## config.mk

```make
export PLATFORM = sky130hd
export DESIGN_NAME = alu_share_arbiter_flat
export DESIGN_NICKNAME = d
export VERILOG_FILES = /design/src/rtl/alu_share_arbiter_if.sv /design/src/rtl/alu_share_arbiter.sv /design/src/flat_wrapper.sv
export SDC_FILE = /design/constraint.sdc
export NUM_CORES = 1
export LEC_CHECK = 0
export ABC_AREA = 1
export CAP_MARGIN = 30
export CORE_ASPECT_RATIO = 0.5
export CORE_MARGIN = 2
export CORE_UTILIZATION = 37
export DETAILED_ROUTE_END_ITERATION = 8
export PLACE_DENSITY = 0.78
export REMOVE_ABC_BUFFERS = 1
export SYNTH_ARGS = -nofsm -noshare
export SYNTH_HDL_FRONTEND = slang
export SYNTH_SLANG_ARGS = --single-unit
export TNS_END_PERCENT = 100
```

## constraint.sdc

```tcl
create_clock -name clk -period 6.1 [get_ports clk]
set_input_delay 1.22 -clock clk [delete_from_list [all_inputs] [get_ports clk]]
set_output_delay 1.22 -clock clk [all_outputs]
set_load 0.05 [all_outputs]
```

## src/rtl/alu_share_arbiter_if.sv

```systemverilog
// Requester-side port bundle for alu_share_arbiter: one operation request channel
// and one response channel, both valid/ready.
interface alu_share_arbiter_if #(
    parameter int WIDTH = 32
);
    logic             valid;
    logic             ready;
    logic [WIDTH-1:0] a;
    logic [WIDTH-1:0] b;
    logic [2:0]       op;
    logic             rsp_valid;
    logic             rsp_ready;
    logic [WIDTH-1:0] rsp_result;
    logic             rsp_zero;
    logic             rsp_err;

    modport master (
        output valid, a, b, op, rsp_ready,
        input  ready, rsp_valid, rsp_result, rsp_zero, rsp_err
    );

    modport slave (
        input  valid, a, b, op, rsp_ready,
        output ready, rsp_valid, rsp_result, rsp_zero, rsp_err
    );
endinterface

```

## src/rtl/alu_share_arbiter.sv

```systemverilog
// Round-robin sharing of one combinational ALU between two valid/ready requesters.
// Define ALU_ARB_OPCHECK_EN to flag opcodes 011/100/101 as illegal (ERR=1, RESULT=0).
module alu_share_arbiter #(
    parameter int WIDTH = 32
) (
    input  logic                 clk,
    input  logic                 rst,
    alu_share_arbiter_if.slave   req0,
    alu_share_arbiter_if.slave   req1,
    output logic [WIDTH-1:0]     alu_input_1,
    output logic [WIDTH-1:0]     alu_input_2,
    output logic [2:0]           alu_control,
    input  logic [WIDTH-1:0]     alu_result,
    input  logic                 alu_zero
);
    typedef enum logic [1:0] {
        IDLE = 2'd0,
        EXEC = 2'd1,
        RESP = 2'd2
    } state_t;

    localparam logic [2:0] OP_ADD = 3'b010;

    state_t                  state;
    logic                    last_owner;
    logic                    owner;
    logic                    err_pending;
    logic [1:0]              rsp_valid_q;
    logic [1:0]              rsp_zero_q;
    logic [1:0]              rsp_err_q;
    logic [1:0][WIDTH-1:0]   rsp_result_q;

    logic [1:0]              req_valid;
    logic [1:0]              rsp_ready;
    logic                    grant;
    logic                    accept;
    logic                    op_illegal;
    logic [WIDTH-1:0]        grant_a;
    logic [WIDTH-1:0]        grant_b;
    logic [2:0]              grant_op;

    assign req_valid = {req1.valid, req0.valid};
    assign rsp_ready = {req1.rsp_ready, req0.rsp_ready};

    // On a tie the requester that was not served last wins.
    always_comb begin
        grant = 1'b0;
        if (req_valid == 2'b11)
            grant = ~last_owner;
        else if (req_valid == 2'b10)
            grant = 1'b1;
    end

    // NOTE: READY is combinational, so it is gated by rst to show its reset value
    // while reset is held, not just after the flops clear.
    assign accept     = (state == IDLE) && (|req_valid) && !rst;
    assign req0.ready = accept && !grant;
    assign req1.ready = accept && grant;

    assign grant_a  = grant ? req1.a  : req0.a;
    assign grant_b  = grant ? req1.b  : req0.b;
    assign grant_op = grant ? req1.op : req0.op;

`ifdef ALU_ARB_OPCHECK_EN
    assign op_illegal = (grant_op == 3'b011) || (grant_op == 3'b100) || (grant_op == 3'b101);
`else
    assign op_illegal = 1'b0;
`endif

    // NOTE: all state below is sequential and uses non-blocking assignments so every
    // register samples pre-edge values regardless of statement order.
    always_ff @(posedge clk or posedge rst) begin
        if (rst) begin
            state        <= IDLE;
            last_owner   <= 1'b1;
            owner        <= 1'b0;
            err_pending  <= 1'b0;
            alu_input_1  <= '0;
            alu_input_2  <= '0;
            alu_control  <= OP_ADD;
            rsp_valid_q  <= '0;
            rsp_zero_q   <= '0;
            rsp_err_q    <= '0;
            rsp_result_q <= '0;
        end else begin
            unique case (state)
                IDLE: begin
                    if (accept) begin
                        alu_input_1 <= grant_a;
                        alu_input_2 <= grant_b;
                        alu_control <= op_illegal ? OP_ADD : grant_op;
                        err_pending <= op_illegal;
                        owner       <= grant;
                        last_owner  <= grant;
                        state       <= EXEC;
                    end
                end
                EXEC: begin
                    rsp_valid_q[owner]  <= 1'b1;
                    rsp_result_q[owner] <= err_pending ? '0 : alu_result;
                    rsp_zero_q[owner]   <= err_pending ? 1'b0 : alu_zero;
                    rsp_err_q[owner]    <= err_pending;
                    state               <= RESP;
                end
                RESP: begin
                    // Clearing on handshake keeps idle response outputs at zero.
                    if (rsp_ready[owner]) begin
                        rsp_valid_q[owner]  <= 1'b0;
                        rsp_result_q[owner] <= '0;
                        rsp_zero_q[owner]   <= 1'b0;
                        rsp_err_q[owner]    <= 1'b0;
                        state               <= IDLE;
                    end
                end
                default: state <= IDLE;
            endcase
        end
    end

    assign req0.rsp_valid  = rsp_valid_q[0];
    assign req0.rsp_result = rsp_result_q[0];
    assign req0.rsp_zero   = rsp_zero_q[0];
    assign req0.rsp_err    = rsp_err_q[0];
    assign req1.rsp_valid  = rsp_valid_q[1];
    assign req1.rsp_result = rsp_result_q[1];
    assign req1.rsp_zero   = rsp_zero_q[1];
    assign req1.rsp_err    = rsp_err_q[1];
endmodule

```

## src/flat_wrapper.sv

```systemverilog
// flat-port wrapper written by rule: the top's interface ports become plain ports
module alu_share_arbiter_flat 
#(
    parameter int WIDTH = 32
)
  (clk, rst, alu_input_1, alu_input_2, alu_control, alu_result, alu_zero, req0_valid, req0_a, req0_b, req0_op, req0_rsp_ready, req0_ready, req0_rsp_valid, req0_rsp_result, req0_rsp_zero, req0_rsp_err, req1_valid, req1_a, req1_b, req1_op, req1_rsp_ready, req1_ready, req1_rsp_valid, req1_rsp_result, req1_rsp_zero, req1_rsp_err);
  alu_share_arbiter_if #(.WIDTH(WIDTH)) req0_i ();
  alu_share_arbiter_if #(.WIDTH(WIDTH)) req1_i ();
  input  logic clk;
  input  logic rst;
  output logic [WIDTH-1:0] alu_input_1;
  output logic [WIDTH-1:0] alu_input_2;
  output logic [2:0] alu_control;
  input  logic [WIDTH-1:0] alu_result;
  input  logic alu_zero;
  input wire logic [$bits(req0_i.valid)-1:0] req0_valid;
  input wire logic [$bits(req0_i.a)-1:0] req0_a;
  input wire logic [$bits(req0_i.b)-1:0] req0_b;
  input wire logic [$bits(req0_i.op)-1:0] req0_op;
  input wire logic [$bits(req0_i.rsp_ready)-1:0] req0_rsp_ready;
  output wire logic [$bits(req0_i.ready)-1:0] req0_ready;
  output wire logic [$bits(req0_i.rsp_valid)-1:0] req0_rsp_valid;
  output wire logic [$bits(req0_i.rsp_result)-1:0] req0_rsp_result;
  output wire logic [$bits(req0_i.rsp_zero)-1:0] req0_rsp_zero;
  output wire logic [$bits(req0_i.rsp_err)-1:0] req0_rsp_err;
  input wire logic [$bits(req1_i.valid)-1:0] req1_valid;
  input wire logic [$bits(req1_i.a)-1:0] req1_a;
  input wire logic [$bits(req1_i.b)-1:0] req1_b;
  input wire logic [$bits(req1_i.op)-1:0] req1_op;
  input wire logic [$bits(req1_i.rsp_ready)-1:0] req1_rsp_ready;
  output wire logic [$bits(req1_i.ready)-1:0] req1_ready;
  output wire logic [$bits(req1_i.rsp_valid)-1:0] req1_rsp_valid;
  output wire logic [$bits(req1_i.rsp_result)-1:0] req1_rsp_result;
  output wire logic [$bits(req1_i.rsp_zero)-1:0] req1_rsp_zero;
  output wire logic [$bits(req1_i.rsp_err)-1:0] req1_rsp_err;
  assign req0_i.valid = req0_valid;
  assign req0_i.a = req0_a;
  assign req0_i.b = req0_b;
  assign req0_i.op = req0_op;
  assign req0_i.rsp_ready = req0_rsp_ready;
  assign req0_ready = req0_i.ready;
  assign req0_rsp_valid = req0_i.rsp_valid;
  assign req0_rsp_result = req0_i.rsp_result;
  assign req0_rsp_zero = req0_i.rsp_zero;
  assign req0_rsp_err = req0_i.rsp_err;
  assign req1_i.valid = req1_valid;
  assign req1_i.a = req1_a;
  assign req1_i.b = req1_b;
  assign req1_i.op = req1_op;
  assign req1_i.rsp_ready = req1_rsp_ready;
  assign req1_ready = req1_i.ready;
  assign req1_rsp_valid = req1_i.rsp_valid;
  assign req1_rsp_result = req1_i.rsp_result;
  assign req1_rsp_zero = req1_i.rsp_zero;
  assign req1_rsp_err = req1_i.rsp_err;
  alu_share_arbiter #(.WIDTH(WIDTH)) u_core (.clk(clk), .rst(rst), .req0(req0_i), .req1(req1_i), .alu_input_1(alu_input_1), .alu_input_2(alu_input_2), .alu_control(alu_control), .alu_result(alu_result), .alu_zero(alu_zero));
endmodule
```

# Yosys cells after proc, flatten, opt, wreduce, memory -nomap -nowiden
# Index checks and enable logic that the tools add are counted.
dict set report totals {
  ff_bits 141
  input_bits 173
  output_inout_bits 139
  wordCells 64
}
dict set report classes {
  mux 24
  order_cmp 2
  n_eq_ne 6
  n_reduce_logical 13
  bitwise_logic 8
}
# operator count
set op_table {}
lappend op_table {{$pmux 64 s2} 1}
lappend op_table {{$mux 32} 3}
lappend op_table {{$and 64x64->64} 1}
lappend op_table {{$bwmux 64} 1}
lappend op_table {{$mux 64} 1}
lappend op_table {{$not 64->64} 1}
lappend op_table {{$demux 32 s1} 1}
lappend op_table {{$pmux 2 s2} 3}
lappend op_table {{$mux 2} 5}
lappend op_table {{$and 2x2->2} 3}
lappend op_table {{$eq 2x2->1 const B} 3}
lappend op_table {{$pmux 2 s3} 1}
lappend op_table {{$reduce_and 2->1} 3}
lappend op_table {{$logic_and 1x1->1} 5}
lappend op_table {{$mux 1} 5}
lappend op_table {{$ne 2x1->1 const B} 2}
lappend op_table {{$mux 3} 1}
lappend op_table {{$bwmux 2} 1}
lappend op_table {{$eq 2x1->1 const B} 1}
lappend op_table {{$logic_not 1->1} 2}
lappend op_table {{$logic_not 2->1} 1}
lappend op_table {{$lt 1x2->1 const B} 1}
lappend op_table {{$not 2->2} 1}
lappend op_table {{$or 2x2->2} 1}
lappend op_table {{other kinds (5)} 5}

# Depth between registers and ports, before layout
# Gate-level depths: netlist of the first run.
dict set report depth {
  ltp_word 8
  ltp_mapped 9
  mapped_depth_nobuf 8
}

# Least setup slack after synthesis of the first run
# Ideal clock, no wire load.
dict set report synth_path {
  path_kind {input to output}
  start {input rst}
  end {output req1_ready}
  arrival_time_ns 5.618
  n_path_buf 1
  path_stages 4
  path_slack_ns -0.738
  cell_sequence {inv_1 -> nand2_2 -> clkbuf_1 -> nor2_1}
}
dict set report synth_via {
  elab_chain_len 3
}
# element line
set synth_rtl {}
lappend synth_rtl {{start: declaration} flat_wrapper.sv:10} ;# input logic rst;
lappend synth_rtl {{$logic_not 1->1} alu_share_arbiter.sv:56} ;# assign accept = (state == IDLE) && (|req_valid) && !rst;
lappend synth_rtl {{$logic_and 1x1->1} alu_share_arbiter.sv:56}
lappend synth_rtl {{$logic_and 1x1->1} alu_share_arbiter.sv:58} ;# assign req1.ready = accept && grant;
lappend synth_rtl {{end: declaration} flat_wrapper.sv:31} ;# output wire logic [$bits(req1_i.ready)-1:0] req1_ready;
# Every way passes these cells.

# Worst setup path after layout of the first run
dict set report layout_path {
  start {input rst}
  end {output req0_ready}
}
dict set report layout_via {
  elab_chain_len 3
}
# element line
set layout_rtl {}
lappend layout_rtl {{$logic_not 1->1} alu_share_arbiter.sv:56}
lappend layout_rtl {{$logic_and 1x1->1} alu_share_arbiter.sv:56}
lappend layout_rtl {{$logic_and 1x1->1} alu_share_arbiter.sv:57} ;# assign req0.ready = accept && !grant;
lappend layout_rtl {{end: declaration} flat_wrapper.sv:21} ;# output wire logic [$bits(req0_i.ready)-1:0] req0_ready;
# Every way passes these cells.

==> parameters.txt, run 1 <==
Parameter                              Value

Logic synthesis
  Yosys warning count ... 0
  Most common library cells after synthesis ... sky130_fd_sc_hd__nand2_1, sky130_fd_sc_hd__dfrtp_1, sky130_fd_sc_hd__nand3_1, sky130_fd_sc_hd__buf_2, sky130_fd_sc_hd__clkbuf_1
  Synth Flop Type ... sky130_fd_sc_hd__dfrtp_1
  Largest area contributor in the synthesized netlist ... sky130_fd_sc_hd__dfrtp_1
  Number of enable-type register cells in the synthesized netlist ... 0
  Number of distinct library cell variants in the gate-level netlist after synthesis ... 15
  Top area cells in the synthesized netlist ... sky130_fd_sc_hd__dfrtp_1, sky130_fd_sc_hd__nand2_1, sky130_fd_sc_hd__nand3_1, sky130_fd_sc_hd__buf_2, sky130_fd_sc_hd__clkbuf_1
  Most common cell in the netlist ... sky130_fd_sc_hd__nand2_1
  Synthesized instance count ... 827
  Post-synthesis instance area ... 0.00629 mm2
  Synth Register Bits ... 141
  Share of flip-flops with an asynchronous set or reset after synthesis ... between 90% and 100%
  Top-area cell type share of the netlist area ... 55.3%
  Post-synthesis area per instance ... roughly 7.6 um2
  Sequential share of the synthesized area ... a little under three fifths

Detailed routing
  Total wire length after detailed routing ... about 20 mm
  Routed vias/inst ... 4.65
  1st-pass router iterations ... 4
  Detail Route Antenna Nets ... 0
  Total vias in the final route ... around 6,300
  Iter 0 DRT Violations ... 302
  Avg WL per Cell ... 14.3 um
  Residual DRC count ... 0

Worst setup path
  CP required ... 4880 ps
  Kind of end point of the critical path ... output port
  Setup slack of the most critical reg-to-reg path ... 3860 ps
  Startpoint types ... primary input
  CP peak stage delay ... approximately 840 ps
  Ordered list of cells on the worst path ... clkdlybuf4s50_1, inv_6, nand2_2, nor2_1, clkdlybuf4s50_1
  Depth of the worst register-to-register path ... 9
  Cell type of the slowest stage on the worst timing path ... sky130_fd_sc_hd__clkdlybuf4s50_1
  Most numerous cell on the critical path ... sky130_fd_sc_hd__clkdlybuf4s50_1
  R2r startpoint ... u_core.state[0]$_DFFE_PP0P_
  Largest driver fanout on the critical path ... 71
  R2r endpoint ... u_core.alu_input_1[19]$_DFFE_PP0P_
  Gate family responsible for the most delay along the worst path ... buffers and inverters
  Worst path depth ... 5
  Crit path from ... rst
  Buffers plus inverters on the worst setup path ... 3
  CP arrival ... 3390 ps
  Crit path kind ... in2out

Clocking
  Count of cells resized by post-cts repair ... 0
  Number of buffers on the longest clock path ... 2
  CTS H-Tree Depth ... 4
  Clock sink count ... roughly 140
  TritonCTS clock tree ... yes
  CTS root buf ... sky130_fd_sc_hd__clkbuf_16
  Clock-pin slew reported for the worst setup and hold paths after clock tree synthesis ... about 70 ps
  Post-CTS setup buffer count ... 0
  Clock latency reported for the late side of the worst-skew pair ... 400 ps
  Cts bufs inserted ... 17
  Number of buffers inserted by hold repair at cts ... 0

Floorplanning
  Initial Util ... between 30% and 40%
  Number of rows created at floorplan ... 33
  Die boundary height ... 96.2 um
  Die extent in x ... ~190 um
  Top Ports ... 312
  Core region area ... 0.0165 mm2
  Total Die Area ... 0.0181 mm2

Place
  Setup slack after placement ... 1440 ps
  DP Area ... approximately 0.0095 mm2
  Port Buffer Count ... 311
  Total half-perimeter wirelength after legalization and detailed placement ... between 10 and 15 mm
  Gp weighted congestion ... 0.804

Layout
  Layout cells sized above 1 ... roughly 4.9%
  Signed area change from the synthesized netlist to the final layout ... 61.9%
  Antenna diodes ... 0
  Summed area of non-filler cells in the final layout ... approximately 0.01 mm2
  Total number of nets in the final design ... 1,294

Timing
  Total setup violations reported at the end of the flow ... 0
  Worst Clk Skew ... approximately 8.4 ps
  Max Transition Viols Final ... 0
  Tcrit/Tclk final ... roughly three quarters
  Measured slew at the worst slew-check pin ... 726 ps
  Max-slew headroom ... approximately half
  Hold violation total from the final report ... 0
  PnR worst setup slack ... 1490 ps
  Setup repair after global routing missed its margin ... no
  Time the worst path needs with I/O delays and setup ... 4610 ps
  Fmax ... about 0.22 GHz

Hold path
  Type of the most critical hold path ... reg2reg
  Worst Hold End ... u_core.req0.rsp_result[26]$_DFFE_PP0P_
  Worst hold start ... u_core.req0.rsp_result[26]$_DFFE_PP0P_
  Number of cells on the worst hold path ... 2

GRT
  Maximum number of pins on one net before global-route repair ... 73
  Global route overflow ... 0
  Total routing usage reported by global routing ... about a fifth
  Number of global-route vias before repair ... ~6,100
  Antenna violations before repair ... 0
  Wire length of the first global-routing pass ... 30.7 mm

Pwr
  PD cells ... 564 mW/mm2
  VDD IR max ... 0.254 mV
  Leak Pwr ... 5.16 nW

Run status
  Outcome ... finished, final reports clean

Run
  Max-cap violations ... 0
-- per-layer routing --
| layer | vias to the layer above | wire length (um) | track usage (%) |
|---|---|---|---|
| met5 | - | 0 | 0 |
| met4 | 0 | 414 | 6.64 |
| met3 | 26 | 1060 | 4.96 |
| met2 | 207 | 9880 | 37.6 |
| met1 | 2978 | 8170 | 26.5 |
| li1 | 3119 | - | - |
-- tightest hold or removal path: stages, from the launching register on --
cell and delay [ps]:
sky130_fd_sc_hd__dfrtp_1 340, sky130_fd_sc_hd__nand2_1 50, sky130_fd_sc_hd__nand2_1 40
-- cell usage in the layout, fill, tap and decap left out, types with 2 or more instances in the layout --
master	n
sky130_fd_sc_hd__clkbuf_16	17
sky130_fd_sc_hd__nand2_2	5
sky130_fd_sc_hd__buf_4	7
sky130_fd_sc_hd__clkdlybuf4s50_1	311
sky130_fd_sc_hd__inv_2	4
sky130_fd_sc_hd__nand3_1	69
sky130_fd_sc_hd__bufinv_16	2
sky130_fd_sc_hd__inv_8	5
sky130_fd_sc_hd__dfrtp_1	139
sky130_fd_sc_hd__buf_16	2
sky130_fd_sc_hd__nor2_2	2
sky130_fd_sc_hd__inv_6	4
sky130_fd_sc_hd__clkinvlp_4	2
sky130_fd_sc_hd__nor2_1	5
sky130_fd_sc_hd__dfstp_2	2
sky130_fd_sc_hd__nand2_1	549
sky130_fd_sc_hd__clkinv_4	2
sky130_fd_sc_hd__a21boi_0	2
-- worst max path at each step --
stage,endpoint,slack [ps]
final,req0_ready,1490
after global routing,req0_ready,1300
after CTS,req0_ready,1430
after detailed placement,req0_ready,1440
after global placement,req0_ready,1420
after floorplan,req0_ready,-1910
-- cells by family after synthesis --
| kind of cell | share of synthesized area [%] |
|---|---|
| simple gates | 39.1 |
| compound gates | 0.398 |
| flops | 56.1 |
| buf+inv | 4.32 |
-- state kept, by name (all words and copies together), names as in the netlist, named ones only --
name / flops
u_core.alu_control: 3
u_core.alu_input_1: 32
u_core.alu_input_2: 32
u_core.last_owner: 1
u_core.owner: 1
u_core.req0.rsp_result: 32
u_core.req1.rsp_result: 32
u_core.rsp_err_q: 2
u_core.rsp_zero_q: 2
u_core.state: 2
-- metrics by stage --
step / std cells / setup TNS, ps / hold WS [ps] / utilization (%) / total power (W)
6_report: 1361 / 0 / 470 / 61.6 / 0.00575
5_1_grt: 1361 / 0 / 492 / 61.6 / 0.00606
4_1_cts: 1360 / 0 / 475 / 61.5 / 0.00579
3_5_place_dp: 1328 / 0 / 457 / 57.8 / 0.00470
3_3_place_gp: 1326 / 0 / 454 / 57.5 / 0.00463
2_1_floorplan: 781 / -62110 / 470 / - / 0.00349
-- where the power goes --
group	leakage, nW	internal [W]	switching [W]
clock	0.291	0.000623	0.000440
sequential	1.80	0.00132	0.000209
combinational	3.07	0.000976	0.00218
total	5.16	0.00292	0.00283
-- layout make-up --
cell class | count | area, um2
Fill cell | 1432 | 6330
Tap cell | 227 | 284
Timing Repair Buffer | 321 | 3240
Inverter | 6 | 27.5
Multi-Input combinational cell | 634 | 2490
Clock inverter | 14 | 175
Clock buffer | 18 | 429
Sequential cell | 141 | 3530
Note: power is estimated with default switching activity, not from simulation.
==> inputs of run 2 (changes only) <==
Clock period 6.1 ns to 3.8 ns, I/O delays scaled along.
==> run 2 against run 1 <==
Against the previous run: die area did not move; total power increased by 59%; via count is 0.88% higher; routed wire length rose by 1.9%; largest cell class unchanged; critical endpoint is now req1_ready; first-iteration DRC count is 3.6% lower; clock power up 52%; highest routed layer unchanged.
==> parameters.txt, run 2 (synthesis gave the netlist of run 1 again) <==
Parameter                              Value

Pwr
  Part of the power in the clock network ... about 18%
  Int Pwr ... 0.00455 W
  VDD IR max ... 0.416 mV
  Net switching power of the design ... 0.00457 W
  Combinational group share of total power ... 55.4%
  PD cells ... 900 mW/mm2
  Part of the power in registers ... about 27%
  Switching share of power ... between 50% and 60%
  Leak Pwr ... 5.15 nW

Place
  Total half-perimeter wirelength after legalization and detailed placement ... 13.9 mm
  DP Area ... ~0.0096 mm2
  Port Buffer Count ... 311
  Gp weighted congestion ... between 0.7 and 0.8

Run status
  Outcome ... finished, final reports clean

Floorplanning
  Top Ports ... 312
  Die extent in x ... 188 um
  Number of rows created at floorplan ... 33
  Initial Util ... 38.1%
  Die boundary height ... 96.2 um
  Total Die Area ... between 0.015 and 0.02 mm2
  Core region area ... 0.0165 mm2

Clocking
  Clock sink count ... 141
  TritonCTS clock tree ... yes
  Post-CTS setup buffer count ... 0
  CTS H-Tree Depth ... 4
  Cts bufs inserted ... 17
  Clock latency reported for the late side of the worst-skew pair ... 410 ps
  Count of cells resized by post-cts repair ... 0
  Number of buffers inserted by hold repair at cts ... 0
  Clock-pin slew reported for the worst setup and hold paths after clock tree synthesis ... 70 ps
  Number of buffers on the longest clock path ... 2
  CTS root buf ... sky130_fd_sc_hd__clkbuf_16

Worst setup path
  Kind of end point of the critical path ... output port
  CP required ... 3040 ps
  Largest driver fanout on the critical path ... 30
  CP arrival ... 2020 ps
  Startpoint types ... primary input
  Crit path kind ... in2out

Detailed routing
  Avg WL per Cell ... 14.6 um
  1st-pass router iterations ... 4
  Detail Route Antenna Nets ... 0
  Iter 0 DRT Violations ... 291
  Residual DRC count ... 0
  Routed vias/inst ... 4.68
  Total vias in the final route ... 6,386
  Total wire length after detailed routing ... 19.9 mm

GRT
  Number of global-route vias before repair ... 6,214
  Global route overflow ... 0
  Total routing usage reported by global routing ... between 20 and 25%
  Maximum number of pins on one net before global-route repair ... between 70 and 80
  Wire length of the first global-routing pass ... 30.8 mm
  Antenna violations before repair ... 0

Layout
  Most common library cell in the layout ignoring fill and taps ... sky130_fd_sc_hd__nand2_1
  Summed area of non-filler cells in the final layout ... 0.0101 mm2
  Antenna diodes ... 0
  Total number of nets in the final design ... 1,297
  Filler cell count in the final layout ... 1,483
  Layout cells sized above 1 ... 5.36%
  Commonest cells after routing, fill and taps aside ... sky130_fd_sc_hd__nand2_1, sky130_fd_sc_hd__clkdlybuf4s50_1, sky130_fd_sc_hd__dfrtp_1, sky130_fd_sc_hd__nand3_1, sky130_fd_sc_hd__clkbuf_16
  Signed area change from the synthesized netlist to the final layout ... 61.2%

Timing
  Tcrit/Tclk final ... 73.1%
  Hold violation total from the final report ... 0
  Measured slew at the worst slew-check pin ... 895 ps
  Worst Clk Skew ... 14.3 ps
  Final sum of negative setup slack ... 0 ps
  Time the worst path needs with I/O delays and setup ... 2780 ps
  Fmax ... 0.360 GHz
  Setup repair after global routing missed its margin ... no
  Max Transition Viols Final ... 0
  Total setup violations reported at the end of the flow ... 0
  Max-slew headroom ... 40.3%

Hold path
  Type of the most critical hold path ... reg2reg

Run
  Max-cap violations ... 0
-- run 2: final timing paths --
kind | startpoint | to | slack [ps] | depth (start not counted)
worst max-delay path | req0_valid | req1_ready | 1020 | 6
worst min-delay path | flip-flop | flip-flop | 470 | 2
worst max register to register | u_core.state[0]$_DFFE_PP0P_ | u_core.req0.rsp_result[20]$_DFFE_PP0P_ | 1920 | 6
worst min register to register | flip-flop | flip-flop | 470 | 2
max in group asynchronous | rst | u_core.alu_input_2[29]$_DFFE_PP0P_ | 1340 | 4
min in group asynchronous | rst | u_core.state[0]$_DFFE_PP0P_ | 1040 | 3
-- run 2: final cells by class --
cell class | count | area [um2] | area share [%]
Clock buffer | 17 | 425 | 4.20
Tap cell | 227 | 284 | 2.80
Multi-Input combinational cell | 634 | 2490 | 24.6
Clock inverter | 15 | 145 | 1.43
Timing Repair Buffer | 324 | 3230 | 31.9
Inverter | 6 | 27.5 | 0.272
Sequential cell | 141 | 3530 | 34.8
-- run 2: layer usage --
metal / share of wire, % / up-vias / global-route usage, %
met3: 5.2 / 24 / 4.34
met1: 41 / 3029 / 25.7
met2: 52 / 207 / 39.2
met4: 2.0 / 0 / 7.29
met5: 0 / - / 0
li1: - / 3126 / -
-- run 2: critical path: stages --
cell,delay (ps)
sky130_fd_sc_hd__clkdlybuf4s50_1,490
sky130_fd_sc_hd__nand2_1,70
sky130_fd_sc_hd__nand2_2,80
sky130_fd_sc_hd__buf_4,310
sky130_fd_sc_hd__nor2_1,130
sky130_fd_sc_hd__buf_12,170
-- run 2: per-stage QoR --
stage | hold WS [ps] | worst slack [ps] | power [W] | util [%] | instances
after floorplan | 470 | -3290 | 0.00561 | - | 781
after global placement | 453 | 833 | 0.00745 | 57.9 | 1332
after detailed placement | 457 | 799 | 0.00755 | 57.9 | 1332
after CTS | 474 | 1020 | 0.00919 | 61.4 | 1364
after global routing | 488 | 964 | 0.00960 | 61.4 | 1364
final | 469 | 1020 | 0.00912 | 61.4 | 1364
-- run 2: power by group through the flow --
stage	clock [W]	combinational, W	sequential, W
after floorplan	0	0.00111	0.00450
after global placement	0	0.00500	0.00245
after detailed placement	0	0.00508	0.00247
after CTS	0.00164	0.00509	0.00246
after global routing	0.00171	0.00535	0.00254
final	0.00161	0.00505	0.00246
